$ cat config.mk
export PLATFORM = sky130hd
export DESIGN_NAME = data_mem_arbiter_flat
export DESIGN_NICKNAME = d
export VERILOG_FILES = /design/src/rtl/data_mem_arbiter_if.sv /design/src/rtl/data_mem_arbiter.sv /design/src/flat_wrapper.sv
export SDC_FILE = /design/constraint.sdc
export NUM_CORES = 1
export LEC_CHECK = 0
export CAP_MARGIN = 30
export CORE_MARGIN = 2
export CORE_UTILIZATION = 37
export CTS_CLUSTER_SIZE = 40
export DETAILED_ROUTE_END_ITERATION = 10
export MAX_ROUTING_LAYER = met4
export PLACE_DENSITY = 0.75
export RECOVER_POWER = 50
export SYNTH_ARGS = -nofsm -noshare
export SYNTH_HDL_FRONTEND = slang
export SYNTH_SLANG_ARGS = --single-unit
export TNS_END_PERCENT = 1
$ cat constraint.sdc
create_clock -name clock_in -period 1.4 [get_ports clock_in]
set_clock_uncertainty 0.05 [all_clocks]
set_input_delay 0.28 -clock clock_in [delete_from_list [all_inputs] [get_ports clock_in]]
set_output_delay 0.28 -clock clock_in [all_outputs]
set_load 0.05 [all_outputs]
$ cat src/rtl/data_mem_arbiter_if.sv
// Request/ack bus for the two data-memory ports plus the memory pin bundle.
// slave = arbiter side, master = requesters and memory model side.
interface data_mem_arbiter_if #(
   parameter int ADDR_W = 32
);
   logic              p0_req;
   logic              p0_we;
   logic [ADDR_W-1:0] p0_addr;
   logic [31:0]       p0_wdata;
   logic              p0_ack;
   logic              p0_err;
   logic [31:0]       p0_rdata;

   logic              p1_req;
   logic              p1_we;
   logic [ADDR_W-1:0] p1_addr;
   logic [31:0]       p1_wdata;
   logic              p1_ack;
   logic              p1_err;
   logic [31:0]       p1_rdata;

   logic [ADDR_W-1:0] mem_address;
   logic [31:0]       mem_writeData;
   logic              mem_memWrite;
   logic              mem_memRead;
   logic [31:0]       mem_readData;

   logic              busy;
   logic              grant_id;

   modport slave (
      input  p0_req, p0_we, p0_addr, p0_wdata,
      input  p1_req, p1_we, p1_addr, p1_wdata,
      input  mem_readData,
      output p0_ack, p0_err, p0_rdata,
      output p1_ack, p1_err, p1_rdata,
      output mem_address, mem_writeData, mem_memWrite, mem_memRead,
      output busy, grant_id
   );

   modport master (
      output p0_req, p0_we, p0_addr, p0_wdata,
      output p1_req, p1_we, p1_addr, p1_wdata,
      output mem_readData,
      input  p0_ack, p0_err, p0_rdata,
      input  p1_ack, p1_err, p1_rdata,
      input  mem_address, mem_writeData, mem_memWrite, mem_memRead,
      input  busy, grant_id
   );
endinterface

$ cat src/rtl/data_mem_arbiter.sv
// Round-robin two-port sequencer for a single-ported data memory: grant -> ACCESS -> RESP,
// ack two cycles after the granting edge; requesters wait by holding req until their ack.
module data_mem_arbiter #(
   parameter int MEM_DEPTH = 128,
   parameter int ADDR_W    = 32
) (
   input logic               clock_in,
   input logic               reset,
   data_mem_arbiter_if.slave bus
);
   typedef enum logic [1:0] {IDLE, ACCESS, RESP} state_t;

   state_t            state_q, state_d;
   logic              last_grant_q, last_grant_d;
   logic              grant_q, grant_d;
   logic              we_q, we_d;
   logic              oor_q, oor_d;
   logic [ADDR_W-1:0] addr_q, addr_d;
   logic [31:0]       wdata_q, wdata_d;
   logic [31:0]       p0_rdata_q, p0_rdata_d;
   logic [31:0]       p1_rdata_q, p1_rdata_d;
   logic              win;

   always_ff @(posedge clock_in or negedge reset) begin
      if (!reset) begin
         state_q      <= IDLE;
         last_grant_q <= 1'b1;
         grant_q      <= 1'b0;
         we_q         <= 1'b0;
         oor_q        <= 1'b0;
         addr_q       <= '0;
         wdata_q      <= '0;
         p0_rdata_q   <= '0;
         p1_rdata_q   <= '0;
      end else begin
         state_q      <= state_d;
         last_grant_q <= last_grant_d;
         grant_q      <= grant_d;
         we_q         <= we_d;
         oor_q        <= oor_d;
         addr_q       <= addr_d;
         wdata_q      <= wdata_d;
         p0_rdata_q   <= p0_rdata_d;
         p1_rdata_q   <= p1_rdata_d;
      end
   end

   always_comb begin
      state_d           = state_q;
      last_grant_d      = last_grant_q;
      grant_d           = grant_q;
      we_d              = we_q;
      oor_d             = oor_q;
      addr_d            = addr_q;
      wdata_d           = wdata_q;
      p0_rdata_d        = p0_rdata_q;
      p1_rdata_d        = p1_rdata_q;
      win               = 1'b0;
      bus.mem_address   = '0;
      bus.mem_writeData = '0;
      bus.mem_memWrite  = 1'b0;
      bus.mem_memRead   = 1'b0;
      bus.p0_ack        = 1'b0;
      bus.p0_err        = 1'b0;
      bus.p1_ack        = 1'b0;
      bus.p1_err        = 1'b0;

      case (state_q)
         IDLE: begin
            if (bus.p0_req || bus.p1_req) begin
               // On a tie the port that did not win last time goes first.
               win          = (bus.p0_req && bus.p1_req) ? ~last_grant_q : bus.p1_req;
               grant_d      = win;
               last_grant_d = win;
               we_d         = win ? bus.p1_we    : bus.p0_we;
               addr_d       = win ? bus.p1_addr  : bus.p0_addr;
               wdata_d      = win ? bus.p1_wdata : bus.p0_wdata;
               oor_d        = (win ? bus.p1_addr : bus.p0_addr) >= ADDR_W'(MEM_DEPTH);
               state_d      = ACCESS;
            end
         end
         ACCESS: begin
            bus.mem_address = addr_q;
            if (!oor_q) begin
               if (we_q) begin
                  bus.mem_memWrite  = 1'b1;
                  bus.mem_writeData = wdata_q;
               end else begin
                  bus.mem_memRead = 1'b1;
               end
            end
            // Out-of-range accesses of either kind clear the port's read data.
            if (oor_q || !we_q) begin
               if (grant_q) p1_rdata_d = oor_q ? 32'h0 : bus.mem_readData;
               else         p0_rdata_d = oor_q ? 32'h0 : bus.mem_readData;
            end
            state_d = RESP;
         end
         RESP: begin
            bus.p0_ack = ~grant_q;
            bus.p0_err = ~grant_q & oor_q;
            bus.p1_ack = grant_q;
            bus.p1_err = grant_q & oor_q;
            state_d    = IDLE;
         end
         default: state_d = IDLE;
      endcase
   end

   assign bus.p0_rdata = p0_rdata_q;
   assign bus.p1_rdata = p1_rdata_q;
   assign bus.busy     = (state_q != IDLE);
   assign bus.grant_id = grant_q;
endmodule

$ cat src/flat_wrapper.sv
// flat-port wrapper written by rule: the top's interface ports become plain ports
module data_mem_arbiter_flat 
#(
   parameter int MEM_DEPTH = 128,
   parameter int ADDR_W    = 32
)
  (clock_in, reset, bus_p0_req, bus_p0_we, bus_p0_addr, bus_p0_wdata, bus_p1_req, bus_p1_we, bus_p1_addr, bus_p1_wdata, bus_mem_readData, bus_p0_ack, bus_p0_err, bus_p0_rdata, bus_p1_ack, bus_p1_err, bus_p1_rdata, bus_mem_address, bus_mem_writeData, bus_mem_memWrite, bus_mem_memRead, bus_busy, bus_grant_id);
  data_mem_arbiter_if #(.ADDR_W(ADDR_W)) bus_i ();
  input logic clock_in;
  input logic reset;
  input wire logic [$bits(bus_i.p0_req)-1:0] bus_p0_req;
  input wire logic [$bits(bus_i.p0_we)-1:0] bus_p0_we;
  input wire logic [$bits(bus_i.p0_addr)-1:0] bus_p0_addr;
  input wire logic [$bits(bus_i.p0_wdata)-1:0] bus_p0_wdata;
  input wire logic [$bits(bus_i.p1_req)-1:0] bus_p1_req;
  input wire logic [$bits(bus_i.p1_we)-1:0] bus_p1_we;
  input wire logic [$bits(bus_i.p1_addr)-1:0] bus_p1_addr;
  input wire logic [$bits(bus_i.p1_wdata)-1:0] bus_p1_wdata;
  input wire logic [$bits(bus_i.mem_readData)-1:0] bus_mem_readData;
  output wire logic [$bits(bus_i.p0_ack)-1:0] bus_p0_ack;
  output wire logic [$bits(bus_i.p0_err)-1:0] bus_p0_err;
  output wire logic [$bits(bus_i.p0_rdata)-1:0] bus_p0_rdata;
  output wire logic [$bits(bus_i.p1_ack)-1:0] bus_p1_ack;
  output wire logic [$bits(bus_i.p1_err)-1:0] bus_p1_err;
  output wire logic [$bits(bus_i.p1_rdata)-1:0] bus_p1_rdata;
  output wire logic [$bits(bus_i.mem_address)-1:0] bus_mem_address;
  output wire logic [$bits(bus_i.mem_writeData)-1:0] bus_mem_writeData;
  output wire logic [$bits(bus_i.mem_memWrite)-1:0] bus_mem_memWrite;
  output wire logic [$bits(bus_i.mem_memRead)-1:0] bus_mem_memRead;
  output wire logic [$bits(bus_i.busy)-1:0] bus_busy;
  output wire logic [$bits(bus_i.grant_id)-1:0] bus_grant_id;
  assign bus_i.p0_req = bus_p0_req;
  assign bus_i.p0_we = bus_p0_we;
  assign bus_i.p0_addr = bus_p0_addr;
  assign bus_i.p0_wdata = bus_p0_wdata;
  assign bus_i.p1_req = bus_p1_req;
  assign bus_i.p1_we = bus_p1_we;
  assign bus_i.p1_addr = bus_p1_addr;
  assign bus_i.p1_wdata = bus_p1_wdata;
  assign bus_i.mem_readData = bus_mem_readData;
  assign bus_p0_ack = bus_i.p0_ack;
  assign bus_p0_err = bus_i.p0_err;
  assign bus_p0_rdata = bus_i.p0_rdata;
  assign bus_p1_ack = bus_i.p1_ack;
  assign bus_p1_err = bus_i.p1_err;
  assign bus_p1_rdata = bus_i.p1_rdata;
  assign bus_mem_address = bus_i.mem_address;
  assign bus_mem_writeData = bus_i.mem_writeData;
  assign bus_mem_memWrite = bus_i.mem_memWrite;
  assign bus_mem_memRead = bus_i.mem_memRead;
  assign bus_busy = bus_i.busy;
  assign bus_grant_id = bus_i.grant_id;
  data_mem_arbiter #(.MEM_DEPTH(MEM_DEPTH), .ADDR_W(ADDR_W)) u_core (.clock_in(clock_in), .reset(reset), .bus(bus_i));
endmodule
==> flow_summary.yaml <==
pwr:
  power_frac_clock_pct: 22.7
  p_int_mw: 12.62
  ir_worst_vdd_mv: 0.9681
  switching_share_pct: 38.14
  switchingPower_mw: 7.778
  seqPwrFrac_pct: 27.7
  combPwrFrac_pct: 49.6
  leakagePower_nw: 5.156
  p_per_area_nw_per_um2: 1671
sta:
  relSlewSlack_pct: 54.76
  finalCritPeriodShare_pct: 139.4
  worst_slack_ns: -0.5513
  drv_slew: 0
  fmax_mhz: 512.5
  period_minus_slack_ns: 1.951
  tightestPinTransition_ns: 0.6786
  whs_ns: 0.3908
  setup_violations: 114
  setup_tns_ns: -34.15
  hold_violations: 0
  rsz0062_at_grt: "yes"
worst_setup_path:
  cp-end-kind: "primary output"
  crit_type: "register to primary output"
  path_max_fanout: 17
  r2r-end: "u_core.wdata_q[17]$_DFFE_PN0P_"
  slowest_delay_ns: 0.39
  crit_chain: "nand2b_4, nor2_4, buf_12, and2_4, buf_12"
  r2r_slack_ns: -0.06
  r2r_cells: 6
  regToRegStartpoint: "u_core.state_q[0]$_DFFE_PN0P_"
  critPathBufInv: 2
  critPathSlowestCell: "dfrtp_1"
  cpLargestDelayFamily: "simple AND/OR/NAND/NOR gates"
  cp.required_ns: 1.07
  worstPathArrival_ns: 1.62
  critPathLaunchType: "register"
  crit_top_cell: "buf_12"
placed_design:
  dpl.cell_count: 1179
  placed_area_sq_um: 11470
  hpwlAfterDp_um: 15790
  portBuffers: 301
  place.gp.congestion: 0.8762
global_route:
  grt_pass1_wl_um: 32620
  antenna_found_initial: 1
  overflow: 0
  track_usage_pct: 24.24
  grt_pass1_vias: 6190
  grt_max_degree: 53
die:
  coreArea_sq_um: 16580
  num_io_pins: 302
  die_h_um: 134.3
  initial_core_util_pct: 37.91
  core.rowCount: 47
  dieWidth_um: 134.3
  dieArea_sq_um: 18050
detailed_routing:
  postRouteAntennaNets: 0
  wire_per_inst_um: 17.09
  vias_per_cell: 4.901
  drc: 0
  detail_route.iter0.violations: 251
  wirelength_um: 20770
  vias: 5955
  first_pass_iters: 5
yosys:
  synth.avg_cell_area_sq_um: 9.791
  synth.net_count: 808
  netlist_area_sq_um: 6286
  synth-seq-area-share_pct: 53.36
  synth_top_cell_by_area: "dfrtp_1"
  synth_top_cell_area_share_pct: 52.95
  synth_area_leaders: "dfrtp_1 (53%), mux2i_1 (10%), and2_1 (6.6%)"
  syn_inst: 642
  synth_seq_cells: 134
  synth_cell_type_count: 33
  yosys_warnings: 0
clock_network:
  clockBufferDepth: 2
  htree_levels: 4
  cts_tree: "done"
  cts-root-buf: "clkbuf_16"
  clock_sinks: 134
  clk_pin_slew_worst_paths_ns: 0.06
  clk_latency_ns: 0.41
  cts_buffers: 17
flow_run:
  maxCapViolCount: 0
final_layout:
  fin_nets: 1147
  area_growth_pct: 94.19
  drive_gt1_share_pct: 31.59
  fill_cells: 1111
  fin_util_pct: 73.61
  final_cells: 1215
  final_area_sq_um: 12210
hold_path:
  min_path_type: "input port to async pin"
status:
  violations: "negative setup slack"
  status: "finished with violations"
-- power groups by stage --
stage	Combinational [mW]	Clock (mW)	Sequential [mW]
after floorplan	5.20	0	5.80
after global placement	9.76	0	5.62
after detailed placement	9.92	0	5.67
after CTS	10.1	4.70	5.63
after global routing	10.7	4.87	5.78
final	10.1	4.64	5.65
-- layout by cell type (no fill, tap or decap), types with 3 or more instances in the layout --
cell               n
inv_6              4
mux2i_1           65
buf_6             14
clkinv_4           4
buf_12           147
o21ai_0            7
clkdlybuf4s50_1  164
nor4_1            10
a21oi_1           66
bufinv_16          3
buf_4             35
nand2b_1          32
and2_4            65
o21ai_1           58
clkbuf_16         17
nor2_1            66
nand2_1           67
dfrtp_1          133
-- metrics by stage --
step,power (mW),setup WS (ns)
detailed placement,15.60,-0.4642
finish,20.40,-0.5513
global route,21.35,-0.6070
global placement,15.38,-0.4093
CTS,20.45,-0.6317
floorplan,10.99,-0.1663
-- what timing repair did --
item                                    in CTS  in global routing
endpoints found under the setup margin     193                202
cloned                                       1                  0
setup buffers                                1                  1
hold buffers                                 1                  0
pin swaps                                   11                 40
gates resized for setup                     20                 16
hold endpoints to repair                   133                  0
-- sequential cells by signal (all words and copies together), names as in the netlist --
name and cells:
u_core.state_q 2, u_core.bus.grant_id 1, u_core.addr_q 32, u_core.we_q 1, u_core.oor_q 1, u_core.wdata_q 32, u_core.bus.p0_rdata 32, u_core.last_grant_q 1
u_core.bus.p1_rdata 32
-- synth_stat cells --
cell      instances
a31oi_1           1
mux2i_1          65
buf_2            23
nor2_4            1
nor2_1           68
buf_4            14
clkbuf_1          5
buf_6             1
o21ai_0           9
nor3_1            2
inv_1             2
a21oi_1          66
o41ai_1           1
o21a_1            1
nand2_1          67
nand3_1           1
dfrtp_1         133
a21boi_1          1
inv_2             1
o21ai_1          57
nor4_1           10
and2_1           66
nor2b_1           1
nand2b_1         33
a41oi_1           1
clkbuf_2          2
nor2_2            1
and3_1            2
nand2b_4          1
nand4_1           2
dfstp_2           1
nand3_4           2
nand4b_1          1
-- layout make-up --
cell class              instances  area (sq um)  area share [%]
repair buffers                365          5057           41.43
multi-input cells             460          2889           23.67
well taps                     220         275.3           2.255
flip-flops and latches        134          3354           27.48
inverters                       3         16.27          0.1333
diodes                          1         2.502         0.02050
clock buffers                  19         442.9           3.629
clock inverters                13         168.9           1.384
-- cell families after synthesis --
family,synth area share (%)
AND/OR/NAND/NOR,20.84
buffers and inverters,4.319
flip-flops,53.36
multiplexers,10.35
AO/OA/AOI/OAI,11.13
-- how the worst max path moves through the flow --
stage,from,endpoint,slack (ns),cells past startpoint
3_3_place_gp,bus_p1_req,u_core.addr_q[3]$_DFFE_PN0P_,-0.41,6
4_1_cts,u_core.state_q[1]$_DFFE_PN0P_,bus_mem_writeData[28],-0.63,6
5_1_grt,u_core.oor_q$_DFFE_PN0P_,bus_mem_writeData[1],-0.61,5
2_1_floorplan,u_core.oor_q$_DFFE_PN0P_,bus_mem_writeData[22],-0.17,5
3_5_place_dp,bus_p1_req,u_core.wdata_q[7]$_DFFE_PN0P_,-0.46,6
6_report,u_core.oor_q$_DFFE_PN0P_,bus_mem_writeData[29],-0.55,5
-- per-layer routing --
metal / global-route usage, % / routed length [um] / up-vias
met2: 39.85 / 10430 / 258
met5: - / 0 / -
met1: 28.64 / 8206 / 2827
met4: 7.427 / 416 / 0
met3: 7.445 / 1714 / 28
li1: - / - / 2842
No activity file was read; power rests on OpenSTA's default activity.
